[src/rtl/mips_run_monitor.sv]
// Reset sequencer and run monitor for the MIPS core: releases core reset after a hold,
// counts RUN cycles/stores and reports pass, bad store, timeout (and stall if MIPS_MON_STALL_DETECT_EN).
module mips_run_monitor #(
    parameter int WIDTH        = 32,
    parameter int RESET_CYCLES = 2,
    parameter int TIMEOUT      = 1000,
    parameter int PASS_ADDR    = 84,
    parameter int PASS_DATA    = 7,
    parameter int STALL_CYCLES = 8,
    parameter int CNT_W        = 32
) (
    input  logic             clk,
    input  logic             reset,
    input  logic [WIDTH-1:0] pc,
    input  logic             memwrite,
    input  logic [WIDTH-1:0] dataadr,
    input  logic [WIDTH-1:0] writedata,
    output logic             core_reset,
    output logic             done,
    output logic             pass,
    output logic [1:0]       fail_code,
    output logic [CNT_W-1:0] cycle_count,
    output logic [CNT_W-1:0] store_count
);

    localparam int HOLD_W = $clog2(RESET_CYCLES + 1);

    typedef enum logic [2:0] {
        ST_HOLD    = 3'd0,
        ST_RUN     = 3'd1,
        ST_PASS    = 3'd2,
        ST_FAIL    = 3'd3,
        ST_TIMEOUT = 3'd4
    } state_t;

    state_t            state_r;
    logic [HOLD_W-1:0] hold_cnt_r;

    logic run_s;
    logic store_s;
    logic addr_hit_s;
    logic pass_hit_s;
    logic bad_hit_s;
    logic stall_hit_s;
    logic timeout_hit_s;

    // Decode this cycle's RUN events; everything is gated so core inputs only matter in RUN
    always_comb begin
        run_s         = (state_r == ST_RUN);
        store_s       = run_s && memwrite;
        addr_hit_s    = store_s && (dataadr == WIDTH'(PASS_ADDR));
        pass_hit_s    = addr_hit_s && (writedata == WIDTH'(PASS_DATA));
        bad_hit_s     = addr_hit_s && (writedata != WIDTH'(PASS_DATA));
        timeout_hit_s = run_s && (cycle_count == CNT_W'(TIMEOUT - 1));
    end

`ifdef MIPS_MON_STALL_DETECT_EN
    localparam int STALL_W = $clog2(STALL_CYCLES + 1);

    logic [WIDTH-1:0]   prev_pc_r;
    logic [STALL_W-1:0] stall_cnt_r;
    logic               pc_same_s;

    assign pc_same_s   = (pc == prev_pc_r);
    assign stall_hit_s = run_s && pc_same_s && (stall_cnt_r == STALL_W'(STALL_CYCLES - 1));

    // Track how long pc has sat still; the count only accumulates while running
    always_ff @(posedge clk) begin
        if (reset) begin
            prev_pc_r   <= {WIDTH{1'b0}};
            stall_cnt_r <= {STALL_W{1'b0}};
        end else begin
            prev_pc_r <= pc;
            if (run_s && pc_same_s) begin
                if (stall_cnt_r != STALL_W'(STALL_CYCLES - 1)) begin
                    stall_cnt_r <= stall_cnt_r + STALL_W'(1);
                end else begin
                    stall_cnt_r <= stall_cnt_r;
                end
            end else begin
                stall_cnt_r <= {STALL_W{1'b0}};
            end
        end
    end
`else
    logic unused_stall_s;

    // Without stall detection pc and STALL_CYCLES have no function; fold them into a sink
    assign unused_stall_s = ^{pc, 32'(STALL_CYCLES)};
    assign stall_hit_s    = 1'b0;
`endif

    // Sequencer FSM with all reported outputs registered alongside the state
    always_ff @(posedge clk) begin
        if (reset) begin
            state_r     <= ST_HOLD;
            hold_cnt_r  <= {HOLD_W{1'b0}};
            core_reset  <= 1'b1;
            done        <= 1'b0;
            pass        <= 1'b0;
            fail_code   <= 2'd0;
            cycle_count <= {CNT_W{1'b0}};
            store_count <= {CNT_W{1'b0}};
        end else begin
            case (state_r)
                ST_HOLD: begin
                    if (hold_cnt_r == HOLD_W'(RESET_CYCLES)) begin
                        state_r    <= ST_RUN;
                        core_reset <= 1'b0;
                    end else begin
                        hold_cnt_r <= hold_cnt_r + HOLD_W'(1);
                        core_reset <= 1'b1;
                    end
                end
                ST_RUN: begin
                    if (cycle_count != {CNT_W{1'b1}}) begin
                        cycle_count <= cycle_count + CNT_W'(1);
                    end else begin
                        cycle_count <= cycle_count;
                    end
                    if (store_s) begin
                        store_count <= store_count + CNT_W'(1);
                    end else begin
                        store_count <= store_count;
                    end
                    // Store outcome beats stall, stall beats timeout
                    if (pass_hit_s) begin
                        state_r <= ST_PASS;
                        done    <= 1'b1;
                        pass    <= 1'b1;
                    end else if (bad_hit_s) begin
                        state_r   <= ST_FAIL;
                        done      <= 1'b1;
                        fail_code <= 2'd1;
                    end else if (stall_hit_s) begin
                        state_r   <= ST_FAIL;
                        done      <= 1'b1;
                        fail_code <= 2'd3;
                    end else if (timeout_hit_s) begin
                        state_r   <= ST_TIMEOUT;
                        done      <= 1'b1;
                        fail_code <= 2'd2;
                    end else begin
                        state_r <= ST_RUN;
                    end
                end
                ST_PASS, ST_FAIL, ST_TIMEOUT: begin
                    // Terminal: core keeps running, verdict and counters frozen
                    core_reset <= 1'b0;
                end
                default: begin
                    state_r    <= ST_HOLD;
                    hold_cnt_r <= {HOLD_W{1'b0}};
                    core_reset <= 1'b1;
                end
            endcase
        end
    end

endmodule

[config.mk]
export PLATFORM = sky130hd
export DESIGN_NAME = mips_run_monitor
export DESIGN_NICKNAME = d
export VERILOG_FILES = /design/src/rtl/mips_run_monitor.sv
export SDC_FILE = /design/constraint.sdc
export NUM_CORES = 1
export LEC_CHECK = 0
export ABC_AREA = 1
export BUFFER_PORTS_ARGS = -buffer_cell sky130_fd_sc_hd__buf_2
export CAP_MARGIN = 10
export CORE_MARGIN = 2
export CORE_UTILIZATION = 40
export DETAILED_ROUTE_END_ITERATION = 7
export PLACE_DENSITY = 0.67
export SETUP_SLACK_MARGIN = 0.2
export SLEW_MARGIN = 40
export SYNTH_ARGS = -nofsm -noshare
export SYNTH_HDL_FRONTEND = slang
export SYNTH_SLANG_ARGS = --single-unit
[constraint.sdc]
create_clock -name clk -period 4.45 [get_ports clk]
set_input_delay 0.2225 -clock clk [delete_from_list [all_inputs] [get_ports clk]]
set_output_delay 0.2225 -clock clk [all_outputs]
set_load 0.02 [all_outputs]
# Word-level counts from Yosys, hierarchy flattened
# Index checks and enable logic that the tools add are counted.
classes:
  add_sub_neg: 3
  multipliers: 0
  div_mod_pow: 0
  order_cmp: 0
  n_eq_ne: 12
  shifts: 0
  muxes: 14
  bitwise_logic: 3
  n_reduce_logical: 17
op_table:
  columns: ["op", "n"]
  rows:
  - ["$add A32 B1 Y32 const B", 2]
  - ["$eq A32 B10 Y1 const B", 1]
  - ["$eq A32 B3 Y1 const B", 1]
  - ["$eq A32 B7 Y1 const B", 1]
  - ["$ne A32 B3 Y1 const B", 1]
  - ["$ne A32 B32 Y1 const B", 1]
  - ["$mux W3", 4]
  - ["$reduce_and A2 Y1", 6]
  - ["$pmux W3 S3", 1]
  - ["$eq A3 B2 Y1 const B", 2]
  - ["$mux W2", 3]
  - ["$logic_and A1 B1 Y1", 5]
  - ["$mux W1", 4]
  - ["$ne A2 B2 Y1 const B", 2]
  - ["$pmux W2 S2", 1]
  - ["$reduce_or A4 Y1", 1]
  - ["$eq A3 B1 Y1 const B", 1]
  - ["$eq A3 B3 Y1 const B", 1]
  - ["$logic_not A3 Y1", 1]
  - ["$not A1 Y1", 3]
  - ["$pmux W1 S3", 1]
  - ["$reduce_and A3 Y1", 1]
  - ["$reduce_bool A3 Y1", 1]
  - ["$reduce_or A3 Y1", 1]
  - ["other kinds (3)", 3]
word_totals:
  ff_bits: 74
  latch_bits: 0
  ram_bits: 0
  mem_bits_ro: 0
  input_bits: 99
  output_inout_bits: 69
  memories: 0

# Logic depth before layout (Yosys ltp)
logic_depth:
  word_depth: 7
  depth_mapped: 12
  ltp_nobuf: 12

# Worst setup path before layout
# OpenSTA, ideal clock, no wires.
synth_timing:
  path_kind: "register to register"
  start: "register store_count[1]"
  end: "register store_count[20]"
  setup_time_ns: 0.131
  t_arrival_ns: 1.647
  slack_ns: 2.671
  path_stages_with_launch: 9
  n_path_buf: 0
  cell_sequence: "dfxtp_1 > ha_1 > nand3_1 > nor2_1 > nand4_2 > nor2_4 > nand2_2 > nor3_1 > nor3b_2"
synth_between:
  elab_chain_len: 1
synth_rtl:
  columns: ["item", "line_no", "text"]
  rows:
  - ["start, declared", "23", "output logic [CNT_W-1:0] store_count"]
  - ["start signal, assigned", "103", "store_count <= {CNT_W{1'b0}};"]
  - ["start signal, assigned", "122", "store_count <= store_count + CNT_W'(1);"]
  - ["start signal, assigned", "124", "store_count <= store_count;"]
  - ["$add A32 B1 Y32", "122", null]
# Every way passes these cells.
# A chain may end at the register's enable or synchronous reset.

# Worst setup path after layout
layout_timing:
  start: "register cycle_count[0]"
  end: "register cycle_count[6]"
layout_between:
  elab_chain_len: 2
  word_cells_on_any_way: 3
layout_rtl:
  columns: ["item", "line_no", "text"]
  rows:
  - ["start, declared", "22", "output logic [CNT_W-1:0] cycle_count,"]
  - ["start signal, assigned", "102", "cycle_count <= {CNT_W{1'b0}};"]
  - ["start signal, assigned", "117", "cycle_count <= cycle_count + CNT_W'(1);"]
  - ["start signal, assigned", "119", "cycle_count <= cycle_count;"]
  - ["branches (longest 2 deep; another with $add A32 B1 Y32)", null, null]
# Several ways; the timed one is not identified.

==> results.ini <==
[sta]
finalMaxSlewViolations = 0
finalCriticalPeriod_ps = 2170
rsz0062_at_grt = no
slew_headroom = 0.525
setup-tns-final_ps = 0
setup_viol_count_final = 0
clock_skew_ps = 12.9
worst_pin_slew_ps = 710
timing.final.ws_setup_ps = 2280
fmax_mhz = 461
hold_viol_final = 0
min_period_over_period = 0.487

[clock_network]
clock-sinks = 74
cts-root-buf = clkbuf_8
cts_buffers = 9
post_cts_buffers = 0
cts_tree = built
cts.reportedPaths.clkPinSlew_ps = 80
clk_latency_ps = 350
clockBufferDepth = 2
ctsHoldBuffers = 0
cts_resized = 0
h-tree-depth = 3

[pwr]
power_frac_clock = 0.369
swShare = 0.294
p_leak_uw = 0.00236
power_density_nw_per_um2 = 270
p_sw_uw = 437
p_int_uw = 1050
p_comb_frac = 0.160
peakVddDrop_uv = 146
seq_power_share = 0.471

[finish]
fin_cells = 1002
drive_above_1_share = 0.220
nets = 959
final_util = 0.507
areaGrowthSynthToFinish_pct = 22.7
fill_cells = 1155
n_antenna_cell = 0

[yosys]
syn_nets = 821
async_reset_ff_frac = 0
syn-cell-area_um2 = 4500
syn_area_per_cell_um2 = 6.25
synth_cell_type_count = 37
ys_ff_latch = 74
synthFlopType = dfxtp_1
synthCells = 719
ys_seq_area_frac = 0.329
synth_edf_count = 0
synth_warnings = 0

[global_routing]
grt.total_usage = 0.212
grtUsageMet3 = 0.0494
grt_start_max_net_pins = 39
grt_overflow = 0
globalRouteMet1Util = 0.268
grt_pass1_wl_mm = 20.4
antenna_found_initial = 0
met2_usage = 0.352
grt_pass1_vias = 4573
top_usage_layer = met2

[setup_path]
cp.arrival_ps = 2460
cp-start-kind = register
rr_worst_depth = 10
end_kind = register
r2r_slack_ps = 2280
r2r_end = cycle_count[6]
crit_type = reg2reg
crit_fanout = 26
r2r_start = cycle_count[0]
required_ps = 4740

[drt]
routed_wl_mm = 12.2
drtPass1Iterations = 5
wl_per_cell_um = 12.1
vias = 4765
viasPerCell = 4.76
antenna_left = 0
drt-initial-drc-count = 211
drc = 0

[min_path]
holdPathStages = 5
hp-class = in2reg
min_to = store_count[2]
hp-start = memwrite

[place]
gp_congestion = 0.876
hpwl_mm = 9.36
dp.cells = 986
preCtsSetupSlack_ps = 2300
port_buffers = 135

[floorplan]
io-pin-count = 168
initial_core_util = 0.413
fp.dieH_um = 110
die_area_um2 = 12100
die_w_um = 110
num_rows = 38
coreArea_um2 = 10900

[run_status]
status = completed

[run]
drv_cap = 0

critical path, stage by stage (launching register included):
cell and delay [ps]:
dfxtp_1 360, ha_1 230, nand3_1 80, inv_1 70
nand2_2 130, nor2_4 80, a21oi_4 590, nand2_1 210
o21ai_0 210, nand2_1 70, nor2_1 80
logic make-up (layout without fill, tap and decap cells):
| logic type | count (synthesis) | after routing | share of synthesized area |
|---|---|---|---|
| AO/OA/AOI/OAI | 92 | 92 | 0.114 |
| XOR/XNOR | 17 | 17 | 0.0331 |
| adder cells (fa/ha/maj) | 3 | 3 | 0.00835 |
| buffers and inverters | 107 | 250 | 0.0924 |
| flip-flops | 74 | 74 | 0.329 |
| AND/OR/NAND/NOR | 426 | 426 | 0.423 |
sequential cells by signal, indices dropped and copies added (netlist names):
signal,count
core_reset,1
cycle_count,32
done,1
fail_code,2
hold_cnt_r,2
pass,1
state_r,3
store_count,32
per-stage QoR:
step           cell area, um^2  power [uW]  hold slack, ps
2_1_floorplan             4500         885             443
4_1_cts                   5520        1510             312
3_5_place_dp              5320         958             442
5_1_grt                   5520        1560             328
3_3_place_gp              5320         956             435
6_report                  5520        1490             322
synth_stat cells (3+ instances only):
cell / number / area share
nor2_2: 7 / 0.0097
ha_1: 3 / 0.0083
xnor2_1: 4 / 0.0078
o21ai_0: 27 / 0.030
nor3_1: 40 / 0.045
a21oi_1: 46 / 0.051
o21a_1: 3 / 0.0050
clkbuf_1: 7 / 0.0058
nand3_1: 32 / 0.036
dfxtp_1: 74 / 0.33
nor2_1: 111 / 0.093
nor2_4: 4 / 0.010
inv_1: 93 / 0.078
xor2_1: 13 / 0.025
nand2_2: 5 / 0.0070
a21oi_2: 8 / 0.016
o21ai_1: 5 / 0.0056
nand4_1: 15 / 0.021
nand2_1: 191 / 0.16
nand3b_1: 6 / 0.010
area by class of cell:
cell class	instances	area, um^2	share of cell area
Multi-Input combinational cell	538	2600	0.471
Timing Repair Buffer	138	698	0.127
Sequential cell	74	1480	0.268
Clock inverter	5	52.6	0.00952
Tap cell	140	175	0.0317
Clock buffer	11	151	0.0274
Inverter	96	360	0.0653
routing by layer:
layer  wire length (um)  up-vias
met3                721       16
met5                  0        -
met1               5490     2067
met2               5770      109
li1                   -     2573
met4                192        0
cell usage in the layout (no fill, tap or decap), types with 2 or more instances in the layout:
cell / netlist / layout
nor2_4: 4 / 4
xnor2_1: 4 / 4
clkinv_1: 2 / 2
xor2_1: 13 / 13
o21a_1: 3 / 3
nor3_1: 40 / 40
nor3_2: 2 / 2
clkbuf_8: 0 / 11
a21oi_2: 8 / 8
or2_2: 2 / 2
nor4_1: 2 / 2
buf_2: 2 / 135
a31oi_1: 2 / 2
dfxtp_1: 74 / 74
nand3_1: 32 / 32
nand2_2: 5 / 5
nand3b_1: 6 / 6
o21ai_0: 27 / 27
o21ai_1: 5 / 5
nor3b_1: 2 / 2
nor2_2: 7 / 7
clkinv_2: 0 / 3
nor2_1: 111 / 111
nand4_1: 15 / 15
ha_1: 3 / 3
nand2_1: 191 / 191
nor3b_2: 2 / 2
buf_4: 1 / 3
a21oi_1: 46 / 46
inv_1: 93 / 93
power by group through the flow:
stage | sequential, uW | combinational [uW] | clock [uW]
after detailed placement | 718 | 240 | 0
after CTS | 702 | 241 | 563
after global routing | 706 | 269 | 589
after global placement | 718 | 238 | 0
final | 702 | 238 | 550
after floorplan | 729 | 155 | 0
worst max-delay path by stage:
stage | slack (ps) | startpoint | endpoint | cells past startpoint
finish | 2280 | cycle_count[0] | cycle_count[6] | 10
global route | 2000 | cycle_count[0] | cycle_count[13] | 10
CTS | 2280 | cycle_count[0] | cycle_count[6] | 10
detailed placement | 2300 | cycle_count[0] | cycle_count[6] | 10
global placement | 2330 | cycle_count[0] | cycle_count[6] | 10
floorplan | 2670 | store_count[1] | store_count[20] | 8
(Power assumes the default switching activity.)
